[src/rtl/ysyx_23060184_lsu_axi_if.sv]
// ============================================================================
// Module  : ysyx_23060184_lsu_axi_if
// Brief   : EXU/WBU handshake plus N-slave AXI4-Lite bundle for the LSU
// Revision: 1.0
// ============================================================================
`default_nettype none

interface ysyx_23060184_lsu_axi_if #(
    parameter int DATA_WIDTH = 32,
    parameter int ADDR_WIDTH = 32,
    parameter int NUM_SLV    = 2
);
    logic                          in_valid;
    logic                          in_ready;
    logic                          mem_read;
    logic                          mem_write;
    logic [ADDR_WIDTH-1:0]         addr;
    logic [DATA_WIDTH-1:0]         wdata;
    logic [1:0]                    size;
    logic                          sign_ext;
    logic                          out_valid;
    logic                          out_ready;
    logic [DATA_WIDTH-1:0]         rdata;
    logic [1:0]                    fault;
    logic                          bus_req;
    logic                          bus_grant;
    logic [ADDR_WIDTH-1:0]         m_araddr;
    logic [NUM_SLV-1:0]            m_arvalid;
    logic [NUM_SLV-1:0]            m_arready;
    logic [NUM_SLV*DATA_WIDTH-1:0] m_rdata;
    logic [NUM_SLV*2-1:0]          m_rresp;
    logic [NUM_SLV-1:0]            m_rvalid;
    logic                          m_rready;
    logic [ADDR_WIDTH-1:0]         m_awaddr;
    logic [NUM_SLV-1:0]            m_awvalid;
    logic [NUM_SLV-1:0]            m_awready;
    logic [DATA_WIDTH-1:0]         m_wdata;
    logic [3:0]                    m_wstrb;
    logic [NUM_SLV-1:0]            m_wvalid;
    logic [NUM_SLV-1:0]            m_wready;
    logic [NUM_SLV*2-1:0]          m_bresp;
    logic [NUM_SLV-1:0]            m_bvalid;
    logic                          m_bready;

    modport master (
        input  in_valid, mem_read, mem_write, addr, wdata, size, sign_ext, out_ready,
        input  bus_grant, m_arready, m_rdata, m_rresp, m_rvalid,
        input  m_awready, m_wready, m_bresp, m_bvalid,
        output in_ready, out_valid, rdata, fault, bus_req,
        output m_araddr, m_arvalid, m_rready, m_awaddr, m_awvalid,
        output m_wdata, m_wstrb, m_wvalid, m_bready
    );

    modport slave (
        output in_valid, mem_read, mem_write, addr, wdata, size, sign_ext, out_ready,
        output bus_grant, m_arready, m_rdata, m_rresp, m_rvalid,
        output m_awready, m_wready, m_bresp, m_bvalid,
        input  in_ready, out_valid, rdata, fault, bus_req,
        input  m_araddr, m_arvalid, m_rready, m_awaddr, m_awvalid,
        input  m_wdata, m_wstrb, m_wvalid, m_bready
    );
endinterface

`default_nettype wire

[src/rtl/ysyx_23060184_lsu_axi.sv]
// ============================================================================
// Module  : ysyx_23060184_lsu_axi
// Brief   : Load/store unit arbitrating for a shared AXI4-Lite bus to N slaves
// Revision: 1.0
// ============================================================================
`default_nettype none

module ysyx_23060184_lsu_axi #(
    parameter int                              DATA_WIDTH = 32,
    parameter int                              ADDR_WIDTH = 32,
    parameter int                              NUM_SLV    = 2,
    parameter logic [NUM_SLV*ADDR_WIDTH-1:0]   SLV_BASE   = {32'ha000_0000, 32'h8000_0000},
    parameter logic [NUM_SLV*ADDR_WIDTH-1:0]   SLV_MASK   = {32'hffff_fff0, 32'hf800_0000}
) (
    input  wire logic                 clk,
    input  wire logic                 rstn,
    ysyx_23060184_lsu_axi_if.master   bus
);
    localparam int SEL_W = (NUM_SLV > 1) ? $clog2(NUM_SLV) : 1;

    typedef enum logic [2:0] {
        S_IDLE = 3'd0,
        S_REQ  = 3'd1,
        S_AR   = 3'd2,
        S_R    = 3'd3,
        S_W    = 3'd4,
        S_B    = 3'd5,
        S_DONE = 3'd6
    } state_t;

    state_t                r_state, w_next;
    logic [ADDR_WIDTH-1:0] r_addr;
    logic [DATA_WIDTH-1:0] r_wdata;
    logic [1:0]            r_size;
    logic                  r_sext;
    logic                  r_is_load;
    logic [SEL_W-1:0]      r_sel;
    logic                  r_aw_done;
    logic                  r_w_done;
    logic [DATA_WIDTH-1:0] r_rdata;
    logic [1:0]            r_fault;

    logic                  w_accept, w_misal, w_hit;
    logic [SEL_W-1:0]      w_hit_idx;
    logic                  w_arready, w_rvalid, w_awready, w_wready, w_bvalid;
    logic [1:0]            w_rresp, w_bresp;
    logic [DATA_WIDTH-1:0] w_rword, w_load, w_wlane;
    logic [7:0]            w_byte;
    logic [15:0]           w_half;
    logic [3:0]            w_wstrb;

    // Walk from the top index down so the lowest matching slave wins.
    always_comb begin
        w_hit     = 1'b0;
        w_hit_idx = '0;
        for (int i = NUM_SLV - 1; i >= 0; i--) begin
            if ((bus.addr & SLV_MASK[i*ADDR_WIDTH +: ADDR_WIDTH]) == SLV_BASE[i*ADDR_WIDTH +: ADDR_WIDTH]) begin
                w_hit     = 1'b1;
                w_hit_idx = SEL_W'(i);
            end
        end
    end

    assign w_misal  = (bus.size == 2'b11) ||
                      ((bus.size == 2'b01) && bus.addr[0]) ||
                      ((bus.size == 2'b10) && (bus.addr[1:0] != 2'b00));
    assign w_accept = (r_state == S_IDLE) && bus.in_valid && (bus.mem_read || bus.mem_write);

    assign w_arready = bus.m_arready[r_sel];
    assign w_rvalid  = bus.m_rvalid[r_sel];
    assign w_awready = bus.m_awready[r_sel];
    assign w_wready  = bus.m_wready[r_sel];
    assign w_bvalid  = bus.m_bvalid[r_sel];
    assign w_rresp   = bus.m_rresp[r_sel*2 +: 2];
    assign w_bresp   = bus.m_bresp[r_sel*2 +: 2];
    assign w_rword   = bus.m_rdata[r_sel*DATA_WIDTH +: DATA_WIDTH];
    assign w_byte    = w_rword[{r_addr[1:0], 3'b000} +: 8];
    assign w_half    = w_rword[{r_addr[1], 4'b0000} +: 16];

    always_comb begin
        w_load = w_rword;
        case (r_size)
            2'b00:   w_load = {{24{r_sext & w_byte[7]}}, w_byte};
            2'b01:   w_load = {{16{r_sext & w_half[15]}}, w_half};
            default: w_load = w_rword;
        endcase
    end

    // Narrow stores are replicated across every lane; the strobe picks the live bytes.
    always_comb begin
        w_wstrb = 4'b1111;
        w_wlane = r_wdata;
        case (r_size)
            2'b00:   begin w_wstrb = 4'b0001 << r_addr[1:0]; w_wlane = {4{r_wdata[7:0]}};  end
            2'b01:   begin w_wstrb = 4'b0011 << r_addr[1:0]; w_wlane = {2{r_wdata[15:0]}}; end
            default: begin w_wstrb = 4'b1111;                w_wlane = r_wdata;            end
        endcase
    end

    always_comb begin
        w_next        = r_state;
        bus.in_ready  = 1'b0;
        bus.out_valid = 1'b0;
        bus.bus_req   = 1'b0;
        bus.m_arvalid = '0;
        bus.m_rready  = 1'b0;
        bus.m_awvalid = '0;
        bus.m_wvalid  = '0;
        bus.m_bready  = 1'b0;
        case (r_state)
            S_IDLE: begin
                bus.in_ready = 1'b1;
                if (w_accept) w_next = (w_misal || !w_hit) ? S_DONE : S_REQ;
            end
            S_REQ: begin
                bus.bus_req = 1'b1;
                if (bus.bus_grant) w_next = r_is_load ? S_AR : S_W;
            end
            S_AR: begin
                bus.bus_req          = 1'b1;
                bus.m_arvalid[r_sel] = 1'b1;
                if (w_arready) w_next = S_R;
            end
            S_R: begin
                bus.bus_req  = 1'b1;
                bus.m_rready = 1'b1;
                if (w_rvalid) w_next = S_DONE;
            end
            S_W: begin
                bus.bus_req          = 1'b1;
                bus.m_awvalid[r_sel] = !r_aw_done;
                bus.m_wvalid[r_sel]  = !r_w_done;
                if ((r_aw_done || w_awready) && (r_w_done || w_wready)) w_next = S_B;
            end
            S_B: begin
                bus.bus_req  = 1'b1;
                bus.m_bready = 1'b1;
                if (w_bvalid) w_next = S_DONE;
            end
            S_DONE: begin
                bus.out_valid = 1'b1;
                if (bus.out_ready) w_next = S_IDLE;
            end
            default: w_next = S_IDLE;
        endcase
    end

    assign bus.m_araddr = r_addr;
    assign bus.m_awaddr = r_addr;
    assign bus.m_wdata  = w_wlane;
    assign bus.m_wstrb  = w_wstrb;
    assign bus.rdata    = r_rdata;
    assign bus.fault    = r_fault;

    always_ff @(posedge clk or negedge rstn) begin
        if (!rstn) begin
            r_state   <= S_IDLE;
            r_addr    <= '0;
            r_wdata   <= '0;
            r_size    <= 2'b00;
            r_sext    <= 1'b0;
            r_is_load <= 1'b0;
            r_sel     <= '0;
            r_aw_done <= 1'b0;
            r_w_done  <= 1'b0;
            r_rdata   <= '0;
            r_fault   <= 2'b00;
        end else begin
            r_state <= w_next;
            case (r_state)
                S_IDLE: if (w_accept) begin
                    r_addr    <= bus.addr;
                    r_wdata   <= bus.wdata;
                    r_size    <= bus.size;
                    r_sext    <= bus.sign_ext;
                    r_is_load <= bus.mem_read;
                    r_sel     <= w_hit_idx;
                    r_rdata   <= '0;
                    r_fault   <= w_misal ? 2'b01 : (!w_hit ? 2'b11 : 2'b00);
                end
                S_REQ: begin
                    r_aw_done <= 1'b0;
                    r_w_done  <= 1'b0;
                end
                S_R: if (w_rvalid) begin
                    r_fault <= w_rresp[1] ? 2'b10 : 2'b00;
                    r_rdata <= w_rresp[1] ? '0 : w_load;
                end
                S_W: begin
                    if (w_awready) r_aw_done <= 1'b1;
                    if (w_wready)  r_w_done  <= 1'b1;
                end
                S_B: if (w_bvalid) r_fault <= w_bresp[1] ? 2'b10 : 2'b00;
                default: ;
            endcase
        end
    end
endmodule

`default_nettype wire

[src/flat_wrapper.sv]
// flat-port wrapper written by rule: the top's interface ports become plain ports
module ysyx_23060184_lsu_axi_flat 
#(
    parameter int                              DATA_WIDTH = 32,
    parameter int                              ADDR_WIDTH = 32,
    parameter int                              NUM_SLV    = 2,
    parameter logic [NUM_SLV*ADDR_WIDTH-1:0]   SLV_BASE   = {32'ha000_0000, 32'h8000_0000},
    parameter logic [NUM_SLV*ADDR_WIDTH-1:0]   SLV_MASK   = {32'hffff_fff0, 32'hf800_0000}
)
  (clk, rstn, bus_in_valid, bus_mem_read, bus_mem_write, bus_addr, bus_wdata, bus_size, bus_sign_ext, bus_out_ready, bus_bus_grant, bus_m_arready, bus_m_rdata, bus_m_rresp, bus_m_rvalid, bus_m_awready, bus_m_wready, bus_m_bresp, bus_m_bvalid, bus_in_ready, bus_out_valid, bus_rdata, bus_fault, bus_bus_req, bus_m_araddr, bus_m_arvalid, bus_m_rready, bus_m_awaddr, bus_m_awvalid, bus_m_wdata, bus_m_wstrb, bus_m_wvalid, bus_m_bready);
  ysyx_23060184_lsu_axi_if #(.DATA_WIDTH(DATA_WIDTH), .ADDR_WIDTH(ADDR_WIDTH), .NUM_SLV(NUM_SLV)) bus_i ();
  input  wire logic clk;
  input  wire logic rstn;
  input wire logic [$bits(bus_i.in_valid)-1:0] bus_in_valid;
  input wire logic [$bits(bus_i.mem_read)-1:0] bus_mem_read;
  input wire logic [$bits(bus_i.mem_write)-1:0] bus_mem_write;
  input wire logic [$bits(bus_i.addr)-1:0] bus_addr;
  input wire logic [$bits(bus_i.wdata)-1:0] bus_wdata;
  input wire logic [$bits(bus_i.size)-1:0] bus_size;
  input wire logic [$bits(bus_i.sign_ext)-1:0] bus_sign_ext;
  input wire logic [$bits(bus_i.out_ready)-1:0] bus_out_ready;
  input wire logic [$bits(bus_i.bus_grant)-1:0] bus_bus_grant;
  input wire logic [$bits(bus_i.m_arready)-1:0] bus_m_arready;
  input wire logic [$bits(bus_i.m_rdata)-1:0] bus_m_rdata;
  input wire logic [$bits(bus_i.m_rresp)-1:0] bus_m_rresp;
  input wire logic [$bits(bus_i.m_rvalid)-1:0] bus_m_rvalid;
  input wire logic [$bits(bus_i.m_awready)-1:0] bus_m_awready;
  input wire logic [$bits(bus_i.m_wready)-1:0] bus_m_wready;
  input wire logic [$bits(bus_i.m_bresp)-1:0] bus_m_bresp;
  input wire logic [$bits(bus_i.m_bvalid)-1:0] bus_m_bvalid;
  output wire logic [$bits(bus_i.in_ready)-1:0] bus_in_ready;
  output wire logic [$bits(bus_i.out_valid)-1:0] bus_out_valid;
  output wire logic [$bits(bus_i.rdata)-1:0] bus_rdata;
  output wire logic [$bits(bus_i.fault)-1:0] bus_fault;
  output wire logic [$bits(bus_i.bus_req)-1:0] bus_bus_req;
  output wire logic [$bits(bus_i.m_araddr)-1:0] bus_m_araddr;
  output wire logic [$bits(bus_i.m_arvalid)-1:0] bus_m_arvalid;
  output wire logic [$bits(bus_i.m_rready)-1:0] bus_m_rready;
  output wire logic [$bits(bus_i.m_awaddr)-1:0] bus_m_awaddr;
  output wire logic [$bits(bus_i.m_awvalid)-1:0] bus_m_awvalid;
  output wire logic [$bits(bus_i.m_wdata)-1:0] bus_m_wdata;
  output wire logic [$bits(bus_i.m_wstrb)-1:0] bus_m_wstrb;
  output wire logic [$bits(bus_i.m_wvalid)-1:0] bus_m_wvalid;
  output wire logic [$bits(bus_i.m_bready)-1:0] bus_m_bready;
  assign bus_i.in_valid = bus_in_valid;
  assign bus_i.mem_read = bus_mem_read;
  assign bus_i.mem_write = bus_mem_write;
  assign bus_i.addr = bus_addr;
  assign bus_i.wdata = bus_wdata;
  assign bus_i.size = bus_size;
  assign bus_i.sign_ext = bus_sign_ext;
  assign bus_i.out_ready = bus_out_ready;
  assign bus_i.bus_grant = bus_bus_grant;
  assign bus_i.m_arready = bus_m_arready;
  assign bus_i.m_rdata = bus_m_rdata;
  assign bus_i.m_rresp = bus_m_rresp;
  assign bus_i.m_rvalid = bus_m_rvalid;
  assign bus_i.m_awready = bus_m_awready;
  assign bus_i.m_wready = bus_m_wready;
  assign bus_i.m_bresp = bus_m_bresp;
  assign bus_i.m_bvalid = bus_m_bvalid;
  assign bus_in_ready = bus_i.in_ready;
  assign bus_out_valid = bus_i.out_valid;
  assign bus_rdata = bus_i.rdata;
  assign bus_fault = bus_i.fault;
  assign bus_bus_req = bus_i.bus_req;
  assign bus_m_araddr = bus_i.m_araddr;
  assign bus_m_arvalid = bus_i.m_arvalid;
  assign bus_m_rready = bus_i.m_rready;
  assign bus_m_awaddr = bus_i.m_awaddr;
  assign bus_m_awvalid = bus_i.m_awvalid;
  assign bus_m_wdata = bus_i.m_wdata;
  assign bus_m_wstrb = bus_i.m_wstrb;
  assign bus_m_wvalid = bus_i.m_wvalid;
  assign bus_m_bready = bus_i.m_bready;
  ysyx_23060184_lsu_axi #(.DATA_WIDTH(DATA_WIDTH), .ADDR_WIDTH(ADDR_WIDTH), .NUM_SLV(NUM_SLV), .SLV_BASE(SLV_BASE), .SLV_MASK(SLV_MASK)) u_core (.clk(clk), .rstn(rstn), .bus(bus_i));
endmodule
[config.mk]
export PLATFORM = sky130hd
export DESIGN_NAME = ysyx_23060184_lsu_axi_flat
export DESIGN_NICKNAME = d
export VERILOG_FILES = /design/src/rtl/ysyx_23060184_lsu_axi_if.sv /design/src/rtl/ysyx_23060184_lsu_axi.sv /design/src/flat_wrapper.sv
export SDC_FILE = /design/constraint.sdc
export NUM_CORES = 1
export LEC_CHECK = 0
export CAP_MARGIN = 20
export CELL_PAD_IN_SITES_DETAIL_PLACEMENT = 1
export CELL_PAD_IN_SITES_GLOBAL_PLACEMENT = 2
export CORE_ASPECT_RATIO = 0.75
export CORE_MARGIN = 3
export CORE_UTILIZATION = 27
export CTS_CLUSTER_DIAMETER = 50
export DETAILED_ROUTE_END_ITERATION = 6
export PLACE_DENSITY = 0.9
export SLEW_MARGIN = 20
export SYNTH_ARGS = -nofsm -noshare
export SYNTH_HDL_FRONTEND = slang
export SYNTH_SLANG_ARGS = --single-unit
[constraint.sdc]
create_clock -name clk -period 3.9 [get_ports clk]
set_input_delay 0.78 -clock clk [delete_from_list [all_inputs] [get_ports clk]]
set_output_delay 0.78 -clock clk [all_outputs]
set_load 0.01 [all_outputs]
Yosys cells after proc, flatten, opt, wreduce, memory -nomap -nowiden
Cells that the tools add are included.
Storage, ports and cells
  logic and storage cells: 125
  input port bits: 156
  flip-flop bits (word level): 108
  output and inout port bits: 145
Cells by class
  reduce and logical (&&, ||, !) cells: 28
  shift-type cells: 7
  bitwise operators: 4
  $lt $le $gt $ge: 2
  equality and inequality tests: 21
  mux-type cells: 52
Operator list (count)
  one-hot mux 32 bit (2 select lines): 3
  2-to-1 mux 32 bit: 3
  indexed part select 64 x 7 -> 32 bit: 1
  indexed part select 32 x 6 -> 16 bit: 1
  indexed part select 32 x 6 -> 8 bit: 1
  == test 28 bit (second input constant): 1
  2-to-1 mux 3 bit: 9
  2-to-1 mux 1 bit: 21
  one-hot mux 3 bit (7 select lines): 1
  2-to-1 mux 2 bit: 10
  != test 2 x 1 -> 1 bit (second input constant): 7
  == test 3 bit (second input constant): 3
  one-hot mux 4 bit (2 select lines): 1
  indexed part select 4 x 3 -> 2 bit: 2
  AND reduction 7 bit: 1
  == test 3 x 2 -> 1 bit (second input constant): 2
  logical AND 1 bit: 6
  logical OR 1 bit: 6
  one-hot mux 2 bit (3 select lines): 1
  AND reduction 2 bit: 3
  nonzero test 2 bit: 3
  == test 5 bit (second input constant): 1
  OR reduction 5 bit: 1
  bitwise AND 2 bit: 2
  17 further kinds: 24

Depth between registers and ports, before layout
  word-level depth: 8
  depth in mapped cells: 8
  depth with buffers taken out: 5

Worst setup path before layout
OpenSTA, ideal clock, no wires.
  path kind: register to output
  start point: register u_core.r_size[0]
  end point: output port bus_m_wdata[10]
  arrival: 1592 ps
  path buffers: 3
  slack: 1528 ps
  data required time: 3120 ps
  cell stages (with the launch flop): 6
  path through: dfrtp_1 clkbuf_1 buf_2 nor2_1 buf_1 mux2_2
On the way
  cells in the longest elaborated chain, start to end: 2
  elaborated cells between the ends (all ways): 3
  those cells by class: eq/ne (1); mux (1); reduce/logical (1)
RTL lines
  start, declared: line ysyx_23060184_lsu_axi.sv:34  | logic [1:0] r_size;
  start signal, assigned: line ysyx_23060184_lsu_axi.sv:174  | r_size <= bus.size;
  == test 2 x 1 -> 1 bit / zero test 2 bit (equally long branches): line ysyx_23060184_lsu_axi.sv:93  | case (r_size)
  one-hot mux 32 bit (2 select lines) (*): line ysyx_23060184_lsu_axi.sv:93
  end, declared: line flat_wrapper.sv:41  | output wire logic [$bits(bus_i.m_wdata)-1:0] bus_m_wdata;
Every way passes the cells marked *; elsewhere a longest branch is shown, timed or not.

Final worst setup path
  start point: register u_core.r_state[1]
  end point: output port bus_m_arvalid[0]
On the way
  cells in the longest elaborated chain, start to end: 2
RTL lines
  start, declared: line ysyx_23060184_lsu_axi.sv:31  | state_t r_state, w_next;
  start signal, assigned: line ysyx_23060184_lsu_axi.sv:169  | r_state <= w_next;
  == test 3 x 2 -> 1 bit: line ysyx_23060184_lsu_axi.sv:110  | case (r_state)
  2-to-1 mux 2 bit: line ysyx_23060184_lsu_axi.sv:110
  end, declared: line flat_wrapper.sv:37  | output wire logic [$bits(bus_i.m_arvalid)-1:0] bus_m_arvalid;
No other way between the ends.

==> impl_results.md <==
* Area Overhead vs Synth at 50.64%
* Ant. Diodes at 0
* Setup violations, final at 0
* Die area at 0.02525 mm^2
* Routed Wire Length at 23110 um
* Die Wd at 182.5 um
* Cell row count at 47
* Ports at 301
* Kind of end point of the critical path: output port
* Power per standard cell area at 749.5 mW/mm^2
* Crit path max-delay cell type: dfrtp_1
* Syn_area_per_cell at 11.41 um^2
* Post-synth EDFFs at 0
* Bufs on Longest Clock Path at 2
* Drt wl/cell at 21.14 um
* Multi-input logic area at 0.002967 mm^2
* CTS tree: yes
* Largest net degree at the start of global routing at 56
* Max incr delay on CP at 860 ps
* Vias at 5450
* Final hold violations at 0
* NumNets Final at 950
* Asr flop ratio synth at 1.000
* Main synth FF type: dfrtp_1
* Clock transition at path regs at 80 ps
* Fillers at 2488
* Setup repair bufs after CTS at 0
* Setup crit start kind: flip-flop
* DR vias/cell at 4.986
* Skew final at 11.59 ps
* Placer's final routability congestion estimate at 0.7607
* Worst Path Required at 3120 ps
* Worst-Margin Slew at 822.7 ps
* Hpwl dp at 17570 um
* TritonCTS buffer count at 9
* Yosys cell types at 68
* PnR worst setup slack at 773.1 ps
* Hold Crit Class: in -> async
* Worst Path Arrival at 2350 ps
* Mapped Cells at 553
* CTS resizes at 0
* Outcome: complete, no violations
* Max-cap viol count at 0
* First-pass GRT wire length at 35380 um
* Vias in the first global route at 5861
* RSZ-0062 raised after global routing: no
* CTS sink cnt at 108
* Synth Register Bits at 108
* Initial antenna violation count at 2
* Synthesized Nets at 709
* Synth Warn # at 0
* Max-slew violations at 0
* Finished Core Util at 0.4219
* Final worst path period share at 0.8018
* FMAX at 319.8 MHz
* Initial Util at 0.2800
* WS Path Type: reg -> out
* Leak pwr at 0.003767 uW
* Final Critical Period at 3127 ps
* CTS root buf: clkbuf_16
* Rel. slew slack at 0.4502
* Synthesized cell area at 0.006307 mm^2
* Register area at 0.002704 mm^2
* Core ar. at 0.02252 mm^2
* DRT iter0 DRCs at 274
* Post-CTS Hold Buffers at 0
* Router iterations before antenna repair at 5
* Sequential element share of the synthesized area at 0.4285
* DRC Markers at 0
* Worst-Skew Late Latency at 360 ps
* H-Tree Depth at 3
* TNS Setup at 0 ps
* Die span in y at 138.4 um
* Worst path cell trace: or3b_1 -> nor2_1 -> clkdlybuf4s50_1
* Post-DRT Antenna Nets at 0
* CP max FO at 23
* VDD IR-drop max at 0.0004300 V
* IO buf count at 296
* GR Overflow Total at 0
* GRT Total Usage at 0.1783
* Share of layout cells above drive strength 1 at 0.1727
* Place WS at 704.0 ps
## cells in the mapped netlist (5+ instances only)
| cell type | instances | share of area |
|---|---|---|
| buf_6 | 5 | 0.0089 |
| mux2_2 | 80 | 0.14 |
| a22o_1 | 8 | 0.011 |
| dfrtp_1 | 108 | 0.43 |
| a21oi_1 | 15 | 0.012 |
| nor4_1 | 7 | 0.0069 |
| a221o_1 | 15 | 0.024 |
| nor3_1 | 5 | 0.0040 |
| mux4_2 | 9 | 0.032 |
| a22oi_1 | 8 | 0.0095 |
| and3_1 | 8 | 0.0079 |
| mux2i_1 | 44 | 0.070 |
| inv_1 | 22 | 0.013 |
| buf_4 | 41 | 0.049 |
| nor2_1 | 9 | 0.0054 |
| mux2_1 | 6 | 0.011 |
| nand2_1 | 36 | 0.021 |
| o22ai_1 | 8 | 0.0079 |
| clkbuf_1 | 13 | 0.0077 |
| buf_2 | 13 | 0.010 |
| o221ai_1 | 8 | 0.011 |
| o21ai_1 | 8 | 0.0063 |
| o21ai_0 | 19 | 0.015 |
## logic make-up after synthesis
family / after synthesis / synth area share
muxes: 139 / 0.2555
DFF: 108 / 0.4285
AOI/OAI and AO/OA: 107 / 0.1264
buffers and inverters: 102 / 0.1012
and+or+nand+nor: 97 / 0.08848
## layer usage
layer  GRT usage  part of all wire  wire length (um)  vias to the layer above
li1            -                 -                 -                     2492
met1      0.2261              0.42              9760                     2715
met2      0.2975              0.48             10980                      224
met3     0.06775             0.096              2216                       15
met4     0.02404            0.0054               125                        4
met5           0            0.0012                27                        -
## path summary, 6_finish.rpt
check	start	to	slack [ps]	depth (start not counted)
worst min-delay path	rstn	u_core.r_w_done$_DFFE_PN0P_	490	1
worst max-delay path	u_core.r_state[1]$_DFFE_PN0P_	bus_m_arvalid[0]	770	3
worst min register to register	u_core.bus.fault[0]$_DFFE_PN0P_	u_core.bus.fault[0]$_DFFE_PN0P_	500	1
worst max register to register	u_core.r_state[1]$_DFFE_PN0P_	u_core.bus.rdata[17]$_DFFE_PN0P_	1290	5
max in group asynchronous	rstn	u_core.bus.rdata[3]$_DFFE_PN0P_	2600	2
min in group clk	u_core.bus.fault[0]$_DFFE_PN0P_	u_core.bus.fault[0]$_DFFE_PN0P_	500	1
## final cells by class
cell class | count | area share
tap | 294 | 0.03871
multi-input combinational | 343 | 0.3122
clock inverter | 6 | 0.006716
inverter | 22 | 0.008691
timing repair buffer | 310 | 0.3239
sequential | 108 | 0.2846
clock buffer | 10 | 0.02515
## placed cells by master (no fill, tap or decap), types with 6 or more instances in the layout
cell	synthesis	layout
and3_1	8	8
clkdlybuf4s50_1	0	295
o21ai_1	8	8
clkbuf_16	0	9
o22ai_1	8	8
o21ai_0	19	19
nand2_1	36	36
inv_1	22	22
dfrtp_1	108	107
nor2_1	9	9
nor4_1	7	7
a21oi_1	15	15
mux2i_1	44	44
a22oi_1	8	8
buf_4	41	14
a22o_1	8	8
o221ai_1	8	8
mux2_2	80	80
mux4_2	9	9
a221o_1	15	15
mux2_1	6	6
## critical path, delay by kind of cell (launching register included)
kind          cells  cell delay (ps)
flops             1              860
buf+inv           1              540
simple gates      2              590
## power by group
part / total (uW) / switching [uW] / internal (uW) / leakage [uW]
combinational: 4060 / 1740 / 2320 / 0.00227
sequential: 2100 / 455 / 1650 / 0.00135
clock: 962 / 491 / 471 / 0.000146
## registers in the layout, indices dropped and copies added, names as in the netlist
| name | cells |
|---|---|
| u_core.r_sel | 1 |
| u_core.r_is_load | 1 |
| u_core.r_state | 3 |
| u_core.bus.rdata | 32 |
| u_core.r_aw_done | 1 |
| u_core.r_wdata | 32 |
| u_core.r_w_done | 1 |
| u_core.r_sext | 1 |
| u_core.r_size | 2 |
| u_core.bus.m_araddr | 32 |
| u_core.bus.fault | 2 |
## metrics by stage
| step | area, um^2 | hold WS [ps] | power, uW | instances |
|---|---|---|---|---|
| floorplan | 6307 | 475.0 | 4181 | 553 |
| global placement | 9199 | 473.9 | 6129 | 1077 |
| detailed placement | 9199 | 483.4 | 6217 | 1077 |
| CTS | 9502 | 501.2 | 7243 | 1093 |
| global route | 9502 | 514.7 | 7603 | 1093 |
| finish | 9502 | 487.7 | 7121 | 1093 |
Note: power is estimated with default switching activity, not from simulation.
